## config.mk

```make
export PLATFORM = sky130hd
export DESIGN_NAME = control_pipeline
export DESIGN_NICKNAME = d
export VERILOG_FILES = /design/src/rtl/control_pkg.sv /design/src/rtl/cond_check.sv /design/src/rtl/control_pipeline.sv
export SDC_FILE = /design/constraint.sdc
export NUM_CORES = 1
export LEC_CHECK = 0
export ABC_AREA = 0
export CELL_PAD_IN_SITES_DETAIL_PLACEMENT = 1
export CELL_PAD_IN_SITES_GLOBAL_PLACEMENT = 1
export CORE_UTILIZATION = 34
export DETAILED_ROUTE_END_ITERATION = 10
export PLACE_DENSITY = 0.77
export SYNTH_ARGS = -nofsm -noshare
export SYNTH_HDL_FRONTEND = slang
export SYNTH_SLANG_ARGS = --single-unit
```

## constraint.sdc

```tcl
create_clock -name clk -period 3 [get_ports clk]
set_clock_uncertainty 0.15 [all_clocks]
set_input_delay 0.6 -clock clk [delete_from_list [all_inputs] [get_ports clk]]
set_output_delay 0.6 -clock clk [all_outputs]
set_load 0.05 [all_outputs]
```

## src/rtl/control_pkg.sv

```systemverilog
// Shared encodings and the control bundle carried down the control pipeline.
package control_pkg;

    typedef enum logic [1:0] {
        OPDATA   = 2'b00,
        OPMEMORY = 2'b01,
        OPBRANCH = 2'b10
    } opcode_t;

    localparam logic [3:0] FNOP     = 4'h0;
    localparam logic [3:0] FSUB     = 4'h2;
    localparam logic [3:0] FADD     = 4'h4;
    localparam logic [3:0] FMULT    = 4'h9;
    localparam logic [3:0] FAVERAGE = 4'hA;

    typedef enum logic [3:0] {
        NOP  = 4'd0,
        ADD  = 4'd1,
        SUB  = 4'd2,
        MULT = 4'd3,
        AV   = 4'd4
    } alu_op_t;

    typedef enum logic [3:0] {
        EQ = 4'd0,
        NE = 4'd1,
        CS = 4'd2,
        CC = 4'd3,
        MI = 4'd4,
        PL = 4'd5,
        GE = 4'd10,
        LT = 4'd11,
        AL = 4'd14
    } cond_t;

    typedef struct packed {
        logic       regwrite;
        logic       memwrite;
        logic       memtoreg;
        logic       alusrc;
        logic       plusone;
        logic       branch;
        logic [1:0] flagw;
        alu_op_t    alu;
        logic [3:0] cond;
    } ctrl_bundle_t;

    localparam ctrl_bundle_t BUBBLE = '0;

endpackage

```

## src/rtl/cond_check.sv

```systemverilog
// Evaluates an ARM-style condition code against the NZCV flags (N=3, Z=2, C=1, V=0).
module cond_check
    import control_pkg::*;
(
    input  logic [3:0] cond,
    input  logic [3:0] nzcv,
    output logic       pass
);

    always_comb begin
        pass = 1'b0;
        case (cond)
            EQ:      pass = nzcv[2];
            NE:      pass = ~nzcv[2];
            CS:      pass = nzcv[1];
            CC:      pass = ~nzcv[1];
            MI:      pass = nzcv[3];
            PL:      pass = ~nzcv[3];
            GE:      pass = (nzcv[3] == nzcv[0]);
            LT:      pass = (nzcv[3] != nzcv[0]);
            AL:      pass = 1'b1;
            default: pass = 1'b0;
        endcase
    end

endmodule

```

## src/rtl/control_pipeline.sv

```systemverilog
// Pipelined control unit: decodes in D, carries control through E/M/W with
// conditional execution, an NZCV register and a busy counter for MULT/AV.
module control_pipeline
    import control_pkg::*;
#(
    parameter int ALUCTRL_W = 4,
    parameter int MUL_LAT   = 3,
    parameter int AV_LAT    = 4,
    parameter int COND_EN   = 1
) (
    input  logic                 clk,
    input  logic                 reset,
    input  logic [1:0]           opcode_d,
    input  logic [5:0]           funct_d,
    input  logic [3:0]           cond_d,
    input  logic [3:0]           alu_flags_e,
    input  logic                 stall_d,
    input  logic                 flush_e,
    output logic [1:0]           regsrc_d,
    output logic [1:0]           immsrc_d,
    output logic                 alusrc_e,
    output logic [ALUCTRL_W-1:0] aluctrl_e,
    output logic                 plusone_e,
    output logic                 branch_taken_e,
    output logic                 memwrite_m,
    output logic                 regwrite_m,
    output logic                 regwrite_w,
    output logic                 memtoreg_w,
    output logic [3:0]           flags,
    output logic                 busy
);

    localparam logic [3:0] MUL_CNT = 4'(MUL_LAT - 1);
    localparam logic [3:0] AV_CNT  = 4'(AV_LAT - 1);

    ctrl_bundle_t dec, e_q;
    logic [3:0]   cmd, load_cnt, cnt_q;
    logic         memtoreg_m, pass;

    assign cmd = funct_d[4:1];

    always_comb begin
        // NOTE: every field gets a default before the case so no latch is inferred.
        dec = BUBBLE;
        case (opcode_d)
            OPDATA: begin
                dec.alusrc = funct_d[5];
                case (cmd)
                    FADD:     dec.alu = ADD;
                    FSUB:     dec.alu = SUB;
                    FMULT:    dec.alu = MULT;
                    FAVERAGE: dec.alu = AV;
                    default:  dec.alu = NOP;
                endcase
                // S=1 is the compare form; FNOP and unknown cmds decode to NOP
                dec.regwrite = ~funct_d[0] & (dec.alu != NOP);
                dec.flagw    = {funct_d[0], funct_d[0] & (dec.alu == ADD || dec.alu == SUB)};
            end
            OPMEMORY: begin
                dec.alu      = funct_d[3] ? SUB : ADD;
                dec.alusrc   = 1'b1;
                dec.memwrite = ~funct_d[0];
                dec.memtoreg = funct_d[0];
                dec.regwrite = funct_d[0];
                dec.plusone  = funct_d[4];
            end
            OPBRANCH: begin
                dec.alu    = ADD;
                dec.alusrc = 1'b1;
                dec.branch = 1'b1;
            end
            default: dec = BUBBLE;
        endcase
        dec.cond = (COND_EN != 0) ? cond_d : AL;
    end

    assign immsrc_d = {opcode_d == OPBRANCH, opcode_d == OPMEMORY};
    assign regsrc_d = {(opcode_d == OPMEMORY) & ~funct_d[0], opcode_d == OPBRANCH};

    always_comb begin
        load_cnt = '0;
        if (dec.alu == MULT)    load_cnt = MUL_CNT;
        else if (dec.alu == AV) load_cnt = AV_CNT;
    end

    assign busy = (cnt_q != '0);

    cond_check u_cond_check (
        .cond (e_q.cond),
        .nzcv (flags),
        .pass (pass)
    );

    // NOTE: reset is sampled on the clock edge only; state updates use <= so all stages move together.
    always_ff @(posedge clk) begin
        if (!reset) begin
            e_q   <= BUBBLE;
            cnt_q <= '0;
        end else if (busy) begin
            cnt_q <= cnt_q - 4'd1;
        end else if (flush_e || stall_d) begin
            e_q   <= BUBBLE;
            cnt_q <= '0;
        end else begin
            e_q   <= dec;
            cnt_q <= load_cnt;
        end
    end

    always_ff @(posedge clk) begin
        if (!reset) begin
            regwrite_m <= 1'b0;
            memwrite_m <= 1'b0;
            memtoreg_m <= 1'b0;
            regwrite_w <= 1'b0;
            memtoreg_w <= 1'b0;
        end else begin
            regwrite_w <= regwrite_m;
            memtoreg_w <= memtoreg_m;
            if (busy) begin
                regwrite_m <= 1'b0;
                memwrite_m <= 1'b0;
                memtoreg_m <= 1'b0;
            end else begin
                regwrite_m <= e_q.regwrite & pass;
                memwrite_m <= e_q.memwrite & pass;
                memtoreg_m <= e_q.memtoreg;
            end
        end
    end

    // Flags commit only when the instruction actually leaves E and its condition held
    always_ff @(posedge clk) begin
        if (!reset) begin
            flags <= '0;
        end else if (!busy && pass) begin
            if (e_q.flagw[1]) flags[3:2] <= alu_flags_e[3:2];
            if (e_q.flagw[0]) flags[1:0] <= alu_flags_e[1:0];
        end
    end

    assign alusrc_e       = e_q.alusrc;
    assign aluctrl_e      = ALUCTRL_W'(e_q.alu);
    assign plusone_e      = e_q.plusone;
    assign branch_taken_e = e_q.branch & pass & ~busy;

endmodule

```

==> flow_metrics.tcl <==
set metrics [dict create \
    routed_via_density 5.15 \
    path_clk_slew_ns 0.09 \
    p_comb_share_pct 32.6 \
    fin_tns_setup_ns 0 \
    drcViolationCount 0 \
    syn_to_final_growth_pct 37.8 \
    avgRoutedWirePerCell_um 15.0 \
    maxClockFrequency_mhz 350 \
    grt_pass1_wl_um 5840 \
    cts_max_path_buffers 2 \
    overflow 0 \
    slowest_delay_ns 0.44 \
    syn_inst 153 \
    dieWidth_um 65.7 \
    relSlewSlack_pct 66.3 \
    grt_max_degree 17 \
    clk_latency_ns 0.27 \
    async_flop_share_pct 0 \
    wl_um 3540 \
    dp_hpwl_um 2900 \
    setup_violations 0 \
    drtAntennaViolNets 0 \
    power_leakage_uw 0.000720 \
    utilization_pct 50.4 \
    cts_tree "yes" \
    worst_slack_ns 0.147 \
    synth_edf_count 0 \
    std_cell_rows 22 \
    core_um2 3770 \
    cp_max_fo 7 \
    status "finished clean" \
    ys_seq_area_share_pct 40.7 \
    peakVddDrop_uv 241 \
    grt_pass1_vias 1261 \
    worstMarginPinSlew_ns 0.504 \
    switching_power_uw 344 \
    instances_no_fill 236 \
    rsz0062_at_grt "no" \
    worstHoldPathCells 1 \
    ys_warn_count 0 \
    place_congestion 0.839 \
    preCtsSetupSlack_ns 0.325 \
    ys_seq_elements 28 \
    switching_share_pct 32.1 \
    yosysUniqueCellTypes 44 \
    numCtsBuffers 3 \
    synth.avg_cell_area_um2 9.01 \
    vias 1216 \
    drive_above_1_share_pct 11.2 \
    pwr-share-seq_pct 40.1 \
    firstDrtPassIters 4 \
    slew_viol_final 0 \
    n_antenna_cell 0 \
    grt_usage_pct 17.5 \
    yosys_most_used_dff "dfxtp_1" \
    worstSetupPathType "reg2out" \
    post-route-period-util_pct 95.1 \
    nNetsFinal 214 \
    initialDrtViolationCount 62 \
    antenna_found_initial 0 \
    critical_path_depth 8 \
    crit_chain "inv_1 > ha_1 > or3b_4 > a21oi_1 > nand4_1 > nor2_2 > and2_1 > buf_12" \
    hp-class "reg2reg" \
    multi_input_area_um2 733 \
    synth_nets 178 \
    p_int_uw 727 \
    dp.cells 232 \
    period_needed_ns 2.85 \
    worstRegToRegCells 7 \
    start_kind "flop" \
    final-hold-violation-count 0 \
    syn-cell-area_um2 1380 \
    cp-end-kind "output pin" \
    port_buffers 38 \
    dieHeight_um 65.7 \
    cp_top_family "simple AND/OR/NAND/NOR gates" \
    place_area_um2 1820 \
    cts_root_buf "clkbuf_8" \
    power.density_nw_per_um2 563 \
    drv_cap 0 \
    critPathRequiredTime_ns 2.25 \
    clkPwrFrac_pct 27.3 \
    die_area_um2 4310 \
    n_fill_cell 421 \
    final_cell_area_um2 1900 \
    htreeDepth 1 \
    arrival_ns 2.10 \
    seq_area_um2 561 \
    path_buf_inv 2 \
    crit_slowest_cell "or3b_4" \
    initial_core_util_pct 36.6 \
    num_io_pins 40 \
    numClockSinks 28 \
]
==> per-stage QoR <==
step	total power [µW]	hold slack, ns
finish	1070	0.290
global route	1130	0.307
CTS	1070	0.294
detailed placement	780	0.271
global placement	763	0.267
floorplan	685	0.260
==> worst register-to-register path, delay by kind of cell (launching register included) <==
family | cells | cell delay (ns)
flip-flops | 1 | 0.33
AO/OA/AOI/OAI | 1 | 0.13
buffers and inverters | 2 | 0.15
AND/OR/NAND/NOR | 3 | 1.19
adder cells (fa/ha/maj) | 1 | 0.18
==> placed cells by master, fill, tap and decap left out, types with 2 or more instances in the layout <==
cell and instances:
dfxtp_1 28, buf_4 2, clkdlybuf4s50_1 33, and2_1 3, nor3b_1 2, buf_12 5
nand2_1 26, mux2i_1 5, nand2b_1 2, ha_1 5, nand3_1 3, a22o_1 5
nor2_1 8, nor2b_1 3, and3_1 2, o21ai_0 8, clkbuf_8 3, nand4_1 2
inv_1 8, o211ai_1 4, a21oi_1 3, xnor2_1 3
==> metal layers <==
layer / wire length, µm / vias up / GRT usage, %
met1: 1480 / 587 / 19.5
met3: 142 / 4 / 2.60
li1: - / 595 / -
met2: 1900 / 30 / 34.6
met5: 0 / - / 0
met4: 23 / 0 / 2.99
==> registers in the layout (all words and copies together) (netlist names) <==
signal      flops
regwrite_w      1
e_q            10
cnt_q           4
memwrite_m      1
memtoreg_m      1
alusrc_e        1
flags           4
aluctrl_e       3
memtoreg_w      1
plusone_e       1
regwrite_m      1
==> Yosys cell counts (all sizes together) (2+ instances only) <==
library cell	number	share of area (%)
a21oi	3	1.1
a22o	5	3.2
and2	4	1.9
and3	2	0.91
buf	6	3.5
clkbuf	3	0.82
dfxtp	28	41
ha	5	4.5
inv	8	2.2
mux2i	5	3.6
nand2	26	7.1
nand2b	2	0.91
nand3	4	1.8
nand4	2	0.91
nor2	9	2.4
nor2b	3	1.4
nor3	2	1.1
nor3b	2	1.1
o211ai	4	2.2
o21ai	8	2.9
xnor2	3	1.9
==> cell type report <==
class / instances / share of cell area (%)
multi-input combinational: 108 / 38.6
sequential: 28 / 29.5
timing repair buffer: 40 / 23.4
inverter: 8 / 1.58
clock buffer: 3 / 2.17
tap: 48 / 3.16
clock inverter: 1 / 1.58
==> path summary, 6_finish.rpt <==
check | start | endpoint | slack [ns]
worst min-delay path | memtoreg_m | memtoreg_w | 0.29
worst max register to register | cnt_q[0] | cnt_q[1] | 0.81
worst max-delay path | cnt_q[0] | branch_taken_e | 0.15
worst min register to register | memtoreg_m | memtoreg_w | 0.29
==> power groups by stage <==
stage	Clock [µW]	Sequential [µW]	Combinational (µW)
detailed placement	0	438	342
floorplan	0	436	249
CTS	297	430	343
global placement	0	435	328
global route	314	435	378
finish	293	429	349
==> cells by family after synthesis <==
family / count (synthesis) / share of synthesized area, %
xor+xnor: 4 / 2.54
compound gates: 31 / 17.1
flops: 28 / 40.7
buf+inv: 17 / 6.53
mux: 5 / 3.63
simple gates: 62 / 24.8
other cells: 1 / 0.272
fa+ha+maj: 5 / 4.54
==> timing repair <==
| item | 4_1_cts | 5_1_grt |
|---|---|---|
| buffers inserted | 0 | 0 |
| hold buffers | 0 | 0 |
| gates resized for setup | 0 | 2 |
| endpoints found under the setup margin | 0 | 1 |
Note: power is estimated with default switching activity, not from simulation.
